**config.mk**
```make
export PLATFORM = sky130hd
export DESIGN_NAME = fetch_stage
export DESIGN_NICKNAME = d
export VERILOG_FILES = /design/src/rtl/cpu_pkg.sv /design/src/rtl/if_id_reg.sv /design/src/rtl/fetch_stage.sv
export SDC_FILE = /design/constraint.sdc
export NUM_CORES = 1
export LEC_CHECK = 0
export CORE_ASPECT_RATIO = 1.5
export CORE_MARGIN = 5
export CORE_UTILIZATION = 50
export CTS_CLUSTER_DIAMETER = 40
export DETAILED_ROUTE_END_ITERATION = 6
export GPL_TIMING_DRIVEN = 0
export PLACE_DENSITY = 0.81
export SLEW_MARGIN = 10
export SYNTH_ARGS = -nofsm -noshare
export SYNTH_HDL_FRONTEND = slang
export SYNTH_SLANG_ARGS = --single-unit
```
**constraint.sdc**
```tcl
create_clock -name clk -period 4.8 [get_ports clk]
set_input_delay 0.96 -clock clk [delete_from_list [all_inputs] [get_ports clk]]
set_output_delay 0.96 -clock clk [all_outputs]
set_load 0.02 [all_outputs]
```
**src/rtl/cpu_pkg.sv**
```systemverilog
`default_nettype none
// ============================================================================
// Module      : cpu_pkg
// Description : Shared types and constants for the RV32I core front end.
//               Provides the fetch FSM state type, the canonical NOP
//               encoding (addi x0,x0,0) and the default reset PC.
// Revision    : 1.0 - initial release
// ============================================================================
package cpu_pkg;

    typedef enum logic [1:0] {
        F_RUN   = 2'd0,  // issuing a request every cycle
        F_WAIT  = 2'd1,  // miss outstanding, response will be used
        F_DRAIN = 2'd2   // miss outstanding, redirect pending, response discarded
    } fetch_state_t;

    localparam logic [31:0] NOP_INSTR        = 32'h0000_0013;
    localparam logic [31:0] DEFAULT_RESET_PC = 32'h0000_0000;

endpackage
`default_nettype wire

```
**src/rtl/if_id_reg.sv**
```systemverilog
`default_nettype none
// ============================================================================
// Module      : if_id_reg
// Description : IF/ID pipeline register. Priority: rst > flush > stall >
//               load. When neither stalled nor loaded, the register turns
//               into a bubble (valid cleared) so a held instruction is never
//               presented to Decode twice.
// Ports       : clk, rst           - clock, synchronous active-high reset
//               load               - capture instr_in/pc_in/pc_plus4_in
//               stall              - hold all contents
//               flush              - valid<=0, instr<=NOP
//               instr/pc/pc_plus4  - registered outputs
//               valid              - register holds a real instruction
// Revision    : 1.0 - initial release
// ============================================================================
module if_id_reg
    import cpu_pkg::*;
#(
    parameter int ADDRESS_WIDTH = 32,
    parameter int DATA_WIDTH    = 32
) (
    input  logic                     clk,
    input  logic                     rst,
    input  logic                     load,
    input  logic                     stall,
    input  logic                     flush,
    input  logic [DATA_WIDTH-1:0]    instr_in,
    input  logic [ADDRESS_WIDTH-1:0] pc_in,
    input  logic [ADDRESS_WIDTH-1:0] pc_plus4_in,
    output logic [DATA_WIDTH-1:0]    instr,
    output logic [ADDRESS_WIDTH-1:0] pc,
    output logic [ADDRESS_WIDTH-1:0] pc_plus4,
    output logic                     valid
);

    always_ff @(posedge clk) begin
        if (rst) begin
            instr    <= DATA_WIDTH'(NOP_INSTR);
            pc       <= '0;
            pc_plus4 <= '0;
            valid    <= 1'b0;
        end else if (flush) begin
            instr    <= DATA_WIDTH'(NOP_INSTR);
            valid    <= 1'b0;
        end else if (stall) begin
            // hold everything
        end else if (load) begin
            instr    <= instr_in;
            pc       <= pc_in;
            pc_plus4 <= pc_plus4_in;
            valid    <= 1'b1;
        end else begin
            valid    <= 1'b0;
        end
    end

endmodule
`default_nettype wire

```
**src/rtl/fetch_stage.sv**
```systemverilog
`default_nettype none
// ============================================================================
// Module      : fetch_stage
// Description : RV32I instruction-fetch stage. Holds PCF, requests the
//               instruction cache, rides out miss latency (F_WAIT), applies
//               Execute redirects (discarding an in-flight miss via F_DRAIN)
//               and drives the IF/ID register.
// Macro       : FETCH_HOLD_BUF_EN - when defined, a one-entry buffer keeps a
//               response that arrives under StallD and hands it to IF/ID on
//               release; otherwise such a response is dropped and the same
//               PCF is re-requested.
// Ports       : clk, rst                  - clock, sync active-high reset
//               icache_req/addr           - fetch request, address = PCF
//               icache_valid/rdata        - cache response
//               StallD, FlushD            - hazard-unit controls
//               PCSrcE, PCTargetE         - redirect from Execute
//               InstrD, PCD, PCPlus4D     - IF/ID contents
//               ValidD                    - IF/ID holds a real instruction
//               FetchStall                - miss outstanding
// Revision    : 1.0 - initial release
// ============================================================================
module fetch_stage
    import cpu_pkg::*;
#(
    parameter int                       ADDRESS_WIDTH = 32,
    parameter int                       DATA_WIDTH    = 32,
    parameter logic [ADDRESS_WIDTH-1:0] RESET_PC      = ADDRESS_WIDTH'(DEFAULT_RESET_PC)
) (
    input  logic                     clk,
    input  logic                     rst,
    output logic                     icache_req,
    output logic [ADDRESS_WIDTH-1:0] icache_addr,
    input  logic                     icache_valid,
    input  logic [DATA_WIDTH-1:0]    icache_rdata,
    input  logic                     StallD,
    input  logic                     FlushD,
    input  logic                     PCSrcE,
    input  logic [ADDRESS_WIDTH-1:0] PCTargetE,
    output logic [DATA_WIDTH-1:0]    InstrD,
    output logic [ADDRESS_WIDTH-1:0] PCD,
    output logic [ADDRESS_WIDTH-1:0] PCPlus4D,
    output logic                     ValidD,
    output logic                     FetchStall
);

    localparam logic [ADDRESS_WIDTH-1:0] PC_STEP    = ADDRESS_WIDTH'(4);
    localparam logic [ADDRESS_WIDTH-1:0] ALIGN_MASK = ~ADDRESS_WIDTH'(3);

    fetch_state_t             state, state_nx;
    logic [ADDRESS_WIDTH-1:0] pcf, pcf_nx;
    logic [ADDRESS_WIDTH-1:0] target_q, target_nx;
    logic [ADDRESS_WIDTH-1:0] redirect_pc;
    logic                     resp;
    logic                     take;
    logic                     load;
    logic [DATA_WIDTH-1:0]    load_instr;
    logic [ADDRESS_WIDTH-1:0] load_pc;
    logic [ADDRESS_WIDTH-1:0] load_pc_plus4;

`ifdef FETCH_HOLD_BUF_EN
    logic                     buf_full;
    logic                     buf_set;
    logic                     buf_clr;
    logic [DATA_WIDTH-1:0]    buf_instr;
    logic [ADDRESS_WIDTH-1:0] buf_pc;

    // While the buffer owns an instruction nothing new is requested; this
    // also covers the release cycle when the buffer drains into IF/ID.
    assign icache_req = !buf_full;
`else
    assign icache_req = 1'b1;
`endif

    assign icache_addr   = pcf;
    assign resp          = icache_req & icache_valid;
    assign redirect_pc   = PCTargetE & ALIGN_MASK;
    assign FetchStall    = (state != F_RUN);
    assign load_pc_plus4 = load_pc + PC_STEP;

    always_ff @(posedge clk) begin
        if (rst) begin
            state    <= F_RUN;
            pcf      <= RESET_PC;
            target_q <= RESET_PC;
        end else begin
            state    <= state_nx;
            pcf      <= pcf_nx;
            target_q <= target_nx;
        end
    end

    always_comb begin
        state_nx   = state;
        pcf_nx     = pcf;
        target_nx  = target_q;
        take       = 1'b0;
        load       = 1'b0;
        load_instr = icache_rdata;
        load_pc    = pcf;
`ifdef FETCH_HOLD_BUF_EN
        buf_set    = 1'b0;
        buf_clr    = 1'b0;
`endif

        unique case (state)
            F_RUN: begin
`ifdef FETCH_HOLD_BUF_EN
                if (buf_full) begin
                    if (PCSrcE) begin
                        pcf_nx  = redirect_pc;
                        buf_clr = 1'b1;
                    end else if (FlushD) begin
                        // PCF was never advanced, so the entry is refetched
                        buf_clr = 1'b1;
                    end else if (!StallD) begin
                        load       = 1'b1;
                        load_instr = buf_instr;
                        load_pc    = buf_pc;
                        pcf_nx     = buf_pc + PC_STEP;
                        buf_clr    = 1'b1;
                    end
                end else
`endif
                if (PCSrcE) begin
                    if (resp) begin
                        pcf_nx = redirect_pc;
                    end else begin
                        // a miss just started on the old PC: keep the
                        // address stable and throw its response away
                        target_nx = redirect_pc;
                        state_nx  = F_DRAIN;
                    end
                end else if (resp) begin
                    take = 1'b1;
                end else begin
                    state_nx = F_WAIT;
                end
            end

            F_WAIT: begin
                if (PCSrcE) begin
                    if (resp) begin
                        pcf_nx   = redirect_pc;
                        state_nx = F_RUN;
                    end else begin
                        target_nx = redirect_pc;
                        state_nx  = F_DRAIN;
                    end
                end else if (resp) begin
                    take     = 1'b1;
                    state_nx = F_RUN;
                end
            end

            F_DRAIN: begin
                if (resp) begin
                    pcf_nx   = PCSrcE ? redirect_pc : target_q;
                    state_nx = F_RUN;
                end else if (PCSrcE) begin
                    target_nx = redirect_pc;
                end
            end

            default: state_nx = F_RUN;
        endcase

        // A usable response for PCF. A flush kills it without advancing PCF
        // so the instruction is fetched again rather than lost.
        if (take && !FlushD) begin
            if (!StallD) begin
                load   = 1'b1;
                pcf_nx = pcf + PC_STEP;
            end
`ifdef FETCH_HOLD_BUF_EN
            else begin
                buf_set = 1'b1;
            end
`endif
        end
    end

`ifdef FETCH_HOLD_BUF_EN
    always_ff @(posedge clk) begin
        if (rst || buf_clr) begin
            buf_full  <= 1'b0;
            buf_instr <= DATA_WIDTH'(NOP_INSTR);
            buf_pc    <= '0;
        end else if (buf_set) begin
            buf_full  <= 1'b1;
            buf_instr <= icache_rdata;
            buf_pc    <= pcf;
        end
    end
`endif

    if_id_reg #(
        .ADDRESS_WIDTH (ADDRESS_WIDTH),
        .DATA_WIDTH    (DATA_WIDTH)
    ) u_if_id_reg (
        .clk         (clk),
        .rst         (rst),
        .load        (load),
        .stall       (StallD),
        .flush       (FlushD),
        .instr_in    (load_instr),
        .pc_in       (load_pc),
        .pc_plus4_in (load_pc_plus4),
        .instr       (InstrD),
        .pc          (PCD),
        .pc_plus4    (PCPlus4D),
        .valid       (ValidD)
    );

endmodule
`default_nettype wire

```
==> After elaboration in Yosys (flattened, before gate mapping) <==
Cells that the tools add are included.
{ "word_totals": {"romBits": 0, "ff_bits": 163, "n_memories": 0, "in_bits": 70, "latch_bits": 0, "word_cells": 50, "ramBits": 0, "output_inout_bits": 131} }
{ "classes": {"shifts": 0, "reduce_logical": 10, "n_div": 0, "bitwise_logic": 2, "magnitude_cmp": 0, "n_eq_ne": 6, "add_sub_neg": 1, "multipliers": 0, "muxes": 24} }
{ "op_table": {"columns": ["operator", "count"], "rows": [
  ["32-bit two-way mux", 9],
  ["32-bit one-hot mux with 2 select lines", 2],
  ["32-bit by 3-bit adder with 32-bit output (second input constant)", 1],
  ["2-bit two-way mux", 6],
  ["1-bit two-way mux", 6],
  ["2-bit != test (second input constant)", 3],
  ["2-bit one-hot mux with 3 select lines", 1],
  ["4-bit AND reduction", 1],
  ["2-bit nonzero test", 2],
  ["2-bit OR reduction", 2],
  ["3-bit AND reduction", 1],
  ["2-bit by 1-bit == test with 1-bit output (second input constant)", 1],
  ["2-bit == test (second input constant)", 1],
  ["2-bit zero test", 1],
  ["2-bit by 1-bit != test with 1-bit output (second input constant)", 1],
  ["1-bit inverter", 2],
  ["2-bit AND reduction", 1],
  ["1-bit logical AND", 1],
  ["1-bit zero test", 1]
]} }

==> Longest topological paths before layout <==
Gate-level depths: netlist (run 1).
{ "depth": {"ltp_word": 6, "ltp_mapped": 7, "mapped_depth_nobuf": 6} }

==> Cells and area by module <==
A second synthesis (run 1) with hierarchy kept.
{ "hier_totals": {"cells_unflattened": 1014, "area_unflattened_um2": 7876.3} }
{ "by_module_without_submodules": {"columns": ["module", "instances", "cells_each", "area_per_inst_um2", "seq_area_each_um2"], "rows": [
  ["fetch_stage", 1, 589, 4456.8, 1321.3],
  ["if_id_reg", 1, 425, 3419.5, 1941.9]
]} }

==> Worst setup path after synthesis (run 1) <==
OpenSTA, ideal clock, no wires.
{ "synth_timing": {"kind": "input to register", "from": "input port PCSrcE", "to": "register pcf[14] (netlist: icache_addr[14])", "setup_time_ns": 0.074, "path_buffers": 2, "slack_ns": 2.332, "path_stages": 6, "t_required_ns": 4.726, "t_arrival_ns": 2.394, "path_cell_list": "clkbuf_1 nand2b_1 nor3_1 clkbuf_1 a22oi_1 a31oi_1"} }
{ "synth_via": {"elab_chain_len": 5, "elab_cells_between_ends": 9, "classes_between": "mux: 8; reduce/logical: 1"} }
{ "synth_rtl": {"columns": ["item", "line_no", "rtl"], "rows": [
  ["start, declared", "fetch_stage.sv:37", "input logic PCSrcE,"],
  ["32-bit two-way mux", null, null],
  ["32-bit two-way mux", "fetch_stage.sv:156", "if (resp) begin"],
  ["32-bit one-hot mux with 2 select lines", "fetch_stage.sv:105", "unique case (state)"],
  ["32-bit two-way mux", "fetch_stage.sv:170", "if (!StallD) begin"],
  ["32-bit two-way mux *", "fetch_stage.sv:169", "if (take && !FlushD) begin"],
  ["end signal, assigned", "fetch_stage.sv:87", "pcf <= pcf_nx;"],
  ["end, declared", "fetch_stage.sv:50", "logic [ADDRESS_WIDTH-1:0] pcf, pcf_nx;"]
]} }
Every way passes the cells marked *; elsewhere a longest branch is shown, timed or not.
A chain may end at the register's enable or synchronous reset.

==> Worst setup path after layout (run 1) <==
{ "layout_timing": {"from": "input port StallD", "to": "register u_if_id_reg.pc_plus4[3]"} }
{ "layout_via": {"elab_chain_len": 3, "elab_cells_between_ends": 4, "classes_between": "mux: 2; bitwise: 1; reduce/logical: 1"} }
{ "layout_rtl": {"columns": ["item", "line_no", "rtl"], "rows": [
  ["start, declared", "fetch_stage.sv:35", "input logic StallD,"],
  ["1-bit two-way mux", "fetch_stage.sv:170", null],
  ["1-bit two-way mux", "fetch_stage.sv:169", null],
  ["3-bit AND reduction (no source line) *", null, null],
  ["end signal, assigned", "if_id_reg.sv:50", "pc_plus4 <= pc_plus4_in;"],
  ["end, declared", "if_id_reg.sv:32", "output logic [ADDRESS_WIDTH-1:0] pc_plus4,"]
]} }
Marks and branches as above.

==> results of run 1 <==
sequential cells by signal, summed over array words and instances (netlist names):
signal,flops
u_if_id_reg.pc_plus4,32
u_if_id_reg.pc,30
u_if_id_reg.valid,1
target_q,32
icache_addr,32
state,2
u_if_id_reg.instr,32
per-stage QoR:
step                      hold slack, ns  setup slack, ns  total power [uW]  area (um^2)  utilization
final                              0.452             1.50              3320         9850        0.708
after CTS                          0.455             1.54              3320         9850        0.708
after global routing               0.467             1.41              3420         9850        0.708
after global placement             0.440             1.15              1800         9180        0.659
after detailed placement           0.446             1.10              1800         9180        0.659
after floorplan                    0.436             2.33              1620         7010            -
cells in the mapped netlist, drive strengths merged (2+ instances only):
master   number  share of area
nor2         56          0.030
a22o          3         0.0037
o21ai        27          0.019
a221oi        3         0.0037
a31oi        11         0.0098
o22ai         5         0.0045
nor4         12          0.015
mux2i         3         0.0043
or3           5         0.0045
and3          7         0.0062
nand2       232           0.12
and4          3         0.0037
inv           8         0.0043
a22oi        30          0.032
a2bb2oi       5         0.0062
buf          26          0.020
nand4        11          0.012
a21oi       108          0.077
nand3        19          0.014
nor2b         4         0.0036
nor3         19          0.017
nand3b        3         0.0032
a211o         2         0.0025
clkbuf       54          0.029
a32o          2         0.0029
or2           3         0.0027
xor2          6         0.0075
dfxtp       161           0.46
a222oi        3         0.0043
xnor2        19          0.024
a21o          4         0.0043
a211oi       27          0.030
o31a          3         0.0037
path summary, 6_finish.rpt:
kind	to	slack, ns	start
worst min-delay path	u_if_id_reg.instr[24]	0.45	u_if_id_reg.instr[24]
worst min register to register	u_if_id_reg.instr[24]	0.45	u_if_id_reg.instr[24]
worst max-delay path	u_if_id_reg.pc_plus4[3]	1.50	StallD
worst max register to register	icache_addr[28]	2.04	icache_addr[2]
layout make-up:
class | count | area [um^2] | area share
clock inverters | 13 | 219 | 0.0222
flip-flops and latches | 161 | 3220 | 0.327
clock buffers | 19 | 453 | 0.0460
inverters | 8 | 30.0 | 0.00305
well taps | 165 | 206 | 0.0210
plain buffers | 80 | 345 | 0.0350
repair buffers | 196 | 1960 | 0.199
multi-input cells | 646 | 3410 | 0.347
layer usage:
layer  part of all wire  GRT usage  up-vias
li1                   -          -     3537
met4              0.046      0.142        0
met5                  0          0        -
met3              0.068     0.0423       86
met2               0.50      0.486      376
met1               0.39      0.341     3426
cell families (layout without fill, tap and decap cells):
logic type	count (synthesis)	after routing	share of synthesized area
XOR/XNOR	25	25	0.0312
multiplexers	4	4	0.00589
flip-flops	161	161	0.460
buffers and inverters	88	316	0.0535
AO/OA/AOI/OAI	237	237	0.208
other	1	1	0.000535
AND/OR/NAND/NOR	378	378	0.239
adder cells (fa/ha/maj)	1	1	0.00178
power groups by stage:
stage	combinational, uW	sequential [uW]	clock [uW]
floorplan	156	1460	0
global placement	360	1440	0
detailed placement	364	1440	0
CTS	366	1410	1540
global route	395	1420	1610
finish	371	1410	1540
worst max-delay path: cells and delay by family:
family                 cells  cell delay, ns
buffers and inverters      3            1.46
AND/OR/NAND/NOR            3            1.07
AO/OA/AOI/OAI              1            0.16
==> impl_metrics.py, run 1 <==
metrics = {
    "drt": {
        "drt-initial-drc-count": 708,
        "wl_mm": 23.9,
        "first_pass_iters": 5,
        "drc_errors": 0,
        "viasPerCell": 5.76,
        "antenna_left": 0,
        "wl_per_cell_um": 18.6,
        "via_count": 7425,
    },
    "status": {
        "status": "completed",
    },
    "clock_tree": {
        "clk_latency_ns": 0.43,
        "cts_tree": "built",
        "clock_path_buffers": 2,
        "cts_root_buf": "clkbuf_16",
        "cts.clk_slew.worst_paths_ns": 0.07,
        "cts_made_buffers": 17,
        "clock_sinks": 161,
        "post_cts.repair.setup_buffers": 0,
        "htreeDepth": 4,
        "post_cts_resized": 0,
        "ctsHoldBuffers": 0,
    },
    "timing": {
        "finalClockSkew_ns": 0.00929,
        "setup_viol": 0,
        "setup_tns_ns": 0,
        "rsz0062_at_grt": "no",
        "hold_violations": 0,
        "slew_headroom": 0.176,
        "slew_violations": 0,
        "period_needed_ns": 3.30,
        "max_clock_freq_mhz": 303,
        "tightest_slew_ns": 1.23,
        "fin_crit_sh": 0.688,
    },
    "logic_synthesis": {
        "syn-num-nets": 966,
        "ys_seq_area_frac": 0.460,
        "yosys_register_bits": 161,
        "synth_cell_types": 54,
        "yosys_warnings": 0,
        "synth.avg_cell_area_um2": 7.84,
        "synth-async-reset-ratio": 0,
        "netlist_instances": 895,
        "synth-edff-count": 0,
        "synth_area_um2": 7010,
        "synth_flop_cell": "dfxtp_1",
    },
    "grt": {
        "antenna_found_initial": 0,
        "grt_usage": 0.283,
        "grt_max_degree": 17,
        "gr-total-overflow": 0,
        "grt_pass1_vias": 6867,
        "grt_pass1_wl_mm": 37.0,
    },
    "setup_path": {
        "cpPeakStageDelay_ns": 0.56,
        "crit_path_top_delay_cell": "clkbuf_1",
        "rr_worst_depth": 7,
        "worst_setup_path_start_kind": "input port",
        "crit_path_max_fanout": 10,
        "crit_type": "in2reg",
        "cp.arrival_ns": 3.65,
        "end_kind": "register",
        "cp.required_ns": 5.15,
        "crit_chain": "clkdlybuf4s50_1 > or3_1 > nor2_1 > clkbuf_1 > buf_2 > nand2_1 > a21oi_1",
    },
    "pwr": {
        "p_sw_uw": 824,
        "p_int_uw": 2500,
        "leakage_uw": 0.00334,
        "p_clk_frac": 0.463,
        "power_density_nw_per_um2": 337,
        "switching_share": 0.248,
        "vdd_drop_max_mv": 0.226,
        "seq_power_share": 0.425,
        "p_comb_frac": 0.112,
    },
    "finish": {
        "final_common_cell": "nand2_1",
        "drive_gt1_frac": 0.0614,
        "syn_to_final_growth_pct": 40.5,
        "fin_nets": 1181,
        "layout_common_cells": "nand2_1 (232), clkdlybuf4s50_1 (196), dfxtp_1 (161), a21oi_1 (108), nor2_1 (56)",
        "n_antenna_cell": 0,
        "fin_cells": 1288,
        "num-fill-cells": 1148,
    },
    "placed_design": {
        "io_buffers": 196,
        "post-dp-hpwl_mm": 18.0,
        "dp_cells": 1256,
        "finalWeightedCongestion": 0.922,
    },
    "min_path": {
        "hold_depth": 2,
        "hp-class": "reg2reg",
    },
    "floorplanning": {
        "core_um2": 13900,
        "die_w_um": 107,
        "die_y_um": 155,
        "ios": 201,
        "die-area_um2": 16500,
        "initial_core_util": 0.504,
        "rows": 53,
    },
    "run": {
        "cap_violations": 0,
    },
}
Power figures use the tool's default switching activity.
==> run 2: changes to the inputs <==
Settings changed: CORE_UTILIZATION 50 to 43, PLACE_DENSITY 0.81 to 0.74.
Clock period 4.8 ns to 2.78 ns, I/O delays scaled along.
==> run 2 against run 1 <==
Net effect: power grew 61%; setup slack lost 1.4 ns; via count shrank 1.3%; sequential power grew 73%; register-to-register slack lost 1.9 ns; die area grew 15%; sequential cell count is the same; first-iteration DRC count grew 7.8%; critical path depth shrank 1; clock-buffer cell count is the same; cell count grew 3.2%; critical endpoint is now u_if_id_reg.pc_plus4[14]; largest power group is now sequential cells.
==> impl_metrics.py, run 2 (synthesis results as in run 1) <==
metrics = {
    "timing": {
        "slew_violations": 0,
        "period_needed_ns": 2.69,
        "max_clock_freq_mhz": 372,
        "finalClockSkew_ns": 0.0115,
        "fin_crit_sh": 0.966,
        "hold_violations": 0,
        "slew_headroom": 0.379,
        "hold_ws_ns": 0.453,
        "tightest_slew_ns": 0.925,
        "rsz0062_at_grt": "no",
        "setup_viol": 0,
    },
    "setup_path": {
        "r2r-end": "u_if_id_reg.pc_plus4[14]",
        "cp_num_cells": 6,
        "crit_path_max_fanout": 9,
        "crit_family": "simple AND/OR/NAND/NOR gates",
        "cp.arrival_ns": 3.02,
        "r2r_slack_ns": 0.09,
        "crit_type": "reg2reg",
        "r2r_start": "icache_addr[2]",
        "cpPeakStageDelay_ns": 0.84,
        "crit_chain": "ha_1 > nand3_1 > nor4_1 > nand2_1 > xor2_1 > a211oi_1",
        "crit_path_top_delay_cell": "nor4_1",
        "path_buf_inv": 0,
        "end_kind": "register",
        "rr_worst_depth": 6,
        "worst_setup_path_start_kind": "register",
        "cp.required_ns": 3.12,
    },
    "grt": {
        "grt_pass1_vias": 6900,
        "grt_usage": 0.252,
        "gr-total-overflow": 0,
        "grt_max_degree": 17,
        "antenna_found_initial": 0,
        "grt_pass1_wl_mm": 37.9,
    },
    "pwr": {
        "power_density_nw_per_um2": 545,
        "p_comb_frac": 0.120,
        "p_sw_uw": 1430,
        "p_clk_frac": 0.424,
        "p_int_uw": 3920,
        "leakage_uw": 0.00330,
        "total_power_uw": 5350,
        "seq_power_share": 0.456,
        "vdd_drop_max_mv": 0.386,
        "switching_share": 0.267,
    },
    "placed_design": {
        "io_buffers": 196,
        "dp_cells": 1297,
        "post-dp-hpwl_mm": 18.4,
        "finalWeightedCongestion": 0.941,
    },
    "drt": {
        "wl_per_cell_um": 18.4,
        "via_count": 7328,
        "drc_errors": 0,
        "wl_mm": 24.5,
        "viasPerCell": 5.51,
        "drt-initial-drc-count": 763,
        "antenna_left": 0,
        "first_pass_iters": 5,
    },
    "finish": {
        "final_util": 0.610,
        "syn_to_final_growth_pct": 40.1,
        "drive_gt1_frac": 0.0703,
        "layout_common_cells": "nand2_1 (231), clkdlybuf4s50_1 (196), dfxtp_1 (161), a21oi_1 (108), nor2_1 (55)",
        "n_antenna_cell": 0,
        "final_common_cell": "nand2_1",
        "fin_nets": 1181,
        "fin_cells": 1329,
    },
    "floorplanning": {
        "die-area_um2": 19000,
        "core_um2": 16100,
        "die_w_um": 114,
        "rows": 57,
        "initial_core_util": 0.435,
        "ios": 201,
        "die_y_um": 166,
    },
    "min_path": {
        "hp-class": "reg2reg",
        "hold_depth": 2,
        "hp-start": "u_if_id_reg.instr[25]",
        "holdPathEnd": "u_if_id_reg.instr[25]",
    },
    "clock_tree": {
        "cts_tree": "built",
        "cts.clk_slew.worst_paths_ns": 0.07,
        "clk_latency_ns": 0.43,
        "clock_path_buffers": 2,
        "cts_root_buf": "clkbuf_16",
        "clock_sinks": 161,
        "cts_made_buffers": 17,
        "htreeDepth": 4,
    },
    "run": {
        "cap_violations": 0,
    },
    "status": {
        "status": "completed",
    },
}
-- run 2: cell types whose count changed in the layout (fill, tap and decap cells not counted), sizes merged --
cell / delta
clkbuf: +1
bufinv: -4
clkinv: +2
clkinvlp: +3
inv: -1
buf: -1
-- run 2: through the flow --
| stage | setup slack [ns] | setup TNS, ns | cell area (um^2) |
|---|---|---|---|
| 6_report | 0.0935 | 0 | 9830 |
| 5_1_grt | 0.0000691 | 0 | 9830 |
| 4_1_cts | 0.0147 | 0 | 9800 |
| 3_5_place_dp | -0.500 | -44.97 | 9230 |
| 3_3_place_gp | -0.495 | -41.88 | 9230 |
| 2_1_floorplan | 0.541 | 0 | 7010 |
-- run 2: timing repair --
action | 4_1_cts | 5_1_grt
gates resized for setup | 2 | 11
hold buffers | 0 | 0
setup buffers | 0 | 0
endpoints found under the setup margin | 44 | 84
hold endpoints to repair | 0 | 0
-- run 2: final cells by class --
type	instances	area, um^2
Tap cell	206	258
Fill cell	1456	6290
Clock buffer	19	443
Sequential cell	161	3220
Clock inverter	13	126
Inverter	8	30.0
Multi-Input combinational cell	646	3430
Buffer	80	353
Timing Repair Buffer	196	1960
-- run 2: worst min-delay path, cell delays in order, from the launching register on --
cell and delay [ns]:
dfxtp_1 0.31, nand2_1 0.05, a21oi_1 0.05
-- run 2: worst max path at each step --
stage	slack, ns	endpoint	startpoint
6_report	0.09	u_if_id_reg.pc_plus4[14]	icache_addr[2]
5_1_grt	0.00007	icache_addr[28]	icache_addr[2]
4_1_cts	0.01	FetchStall	state[0]
3_5_place_dp	-0.50	icache_addr[3]	StallD
3_3_place_gp	-0.49	icache_addr[3]	StallD
2_1_floorplan	0.54	icache_addr[26]	icache_addr[2]
-- run 2: metal layers --
| layer | share of wire | global-route usage | vias to the layer above |
|---|---|---|---|
| met2 | 0.50 | 0.435 | 368 |
| met1 | 0.39 | 0.301 | 3354 |
| met4 | 0.032 | 0.109 | 0 |
| li1 | - | - | 3541 |
| met5 | 0 | 0 | - |
| met3 | 0.082 | 0.0472 | 65 |
-- run 2: power by group through the flow --
stage / sequential, uW / clock [uW] / combinational [uW]
6_report: 2440 / 2270 / 641
5_1_grt: 2450 / 2400 / 686
4_1_cts: 2440 / 2300 / 634
3_5_place_dp: 2490 / 0 / 629
3_3_place_gp: 2490 / 0 / 625
2_1_floorplan: 2530 / 0 / 270
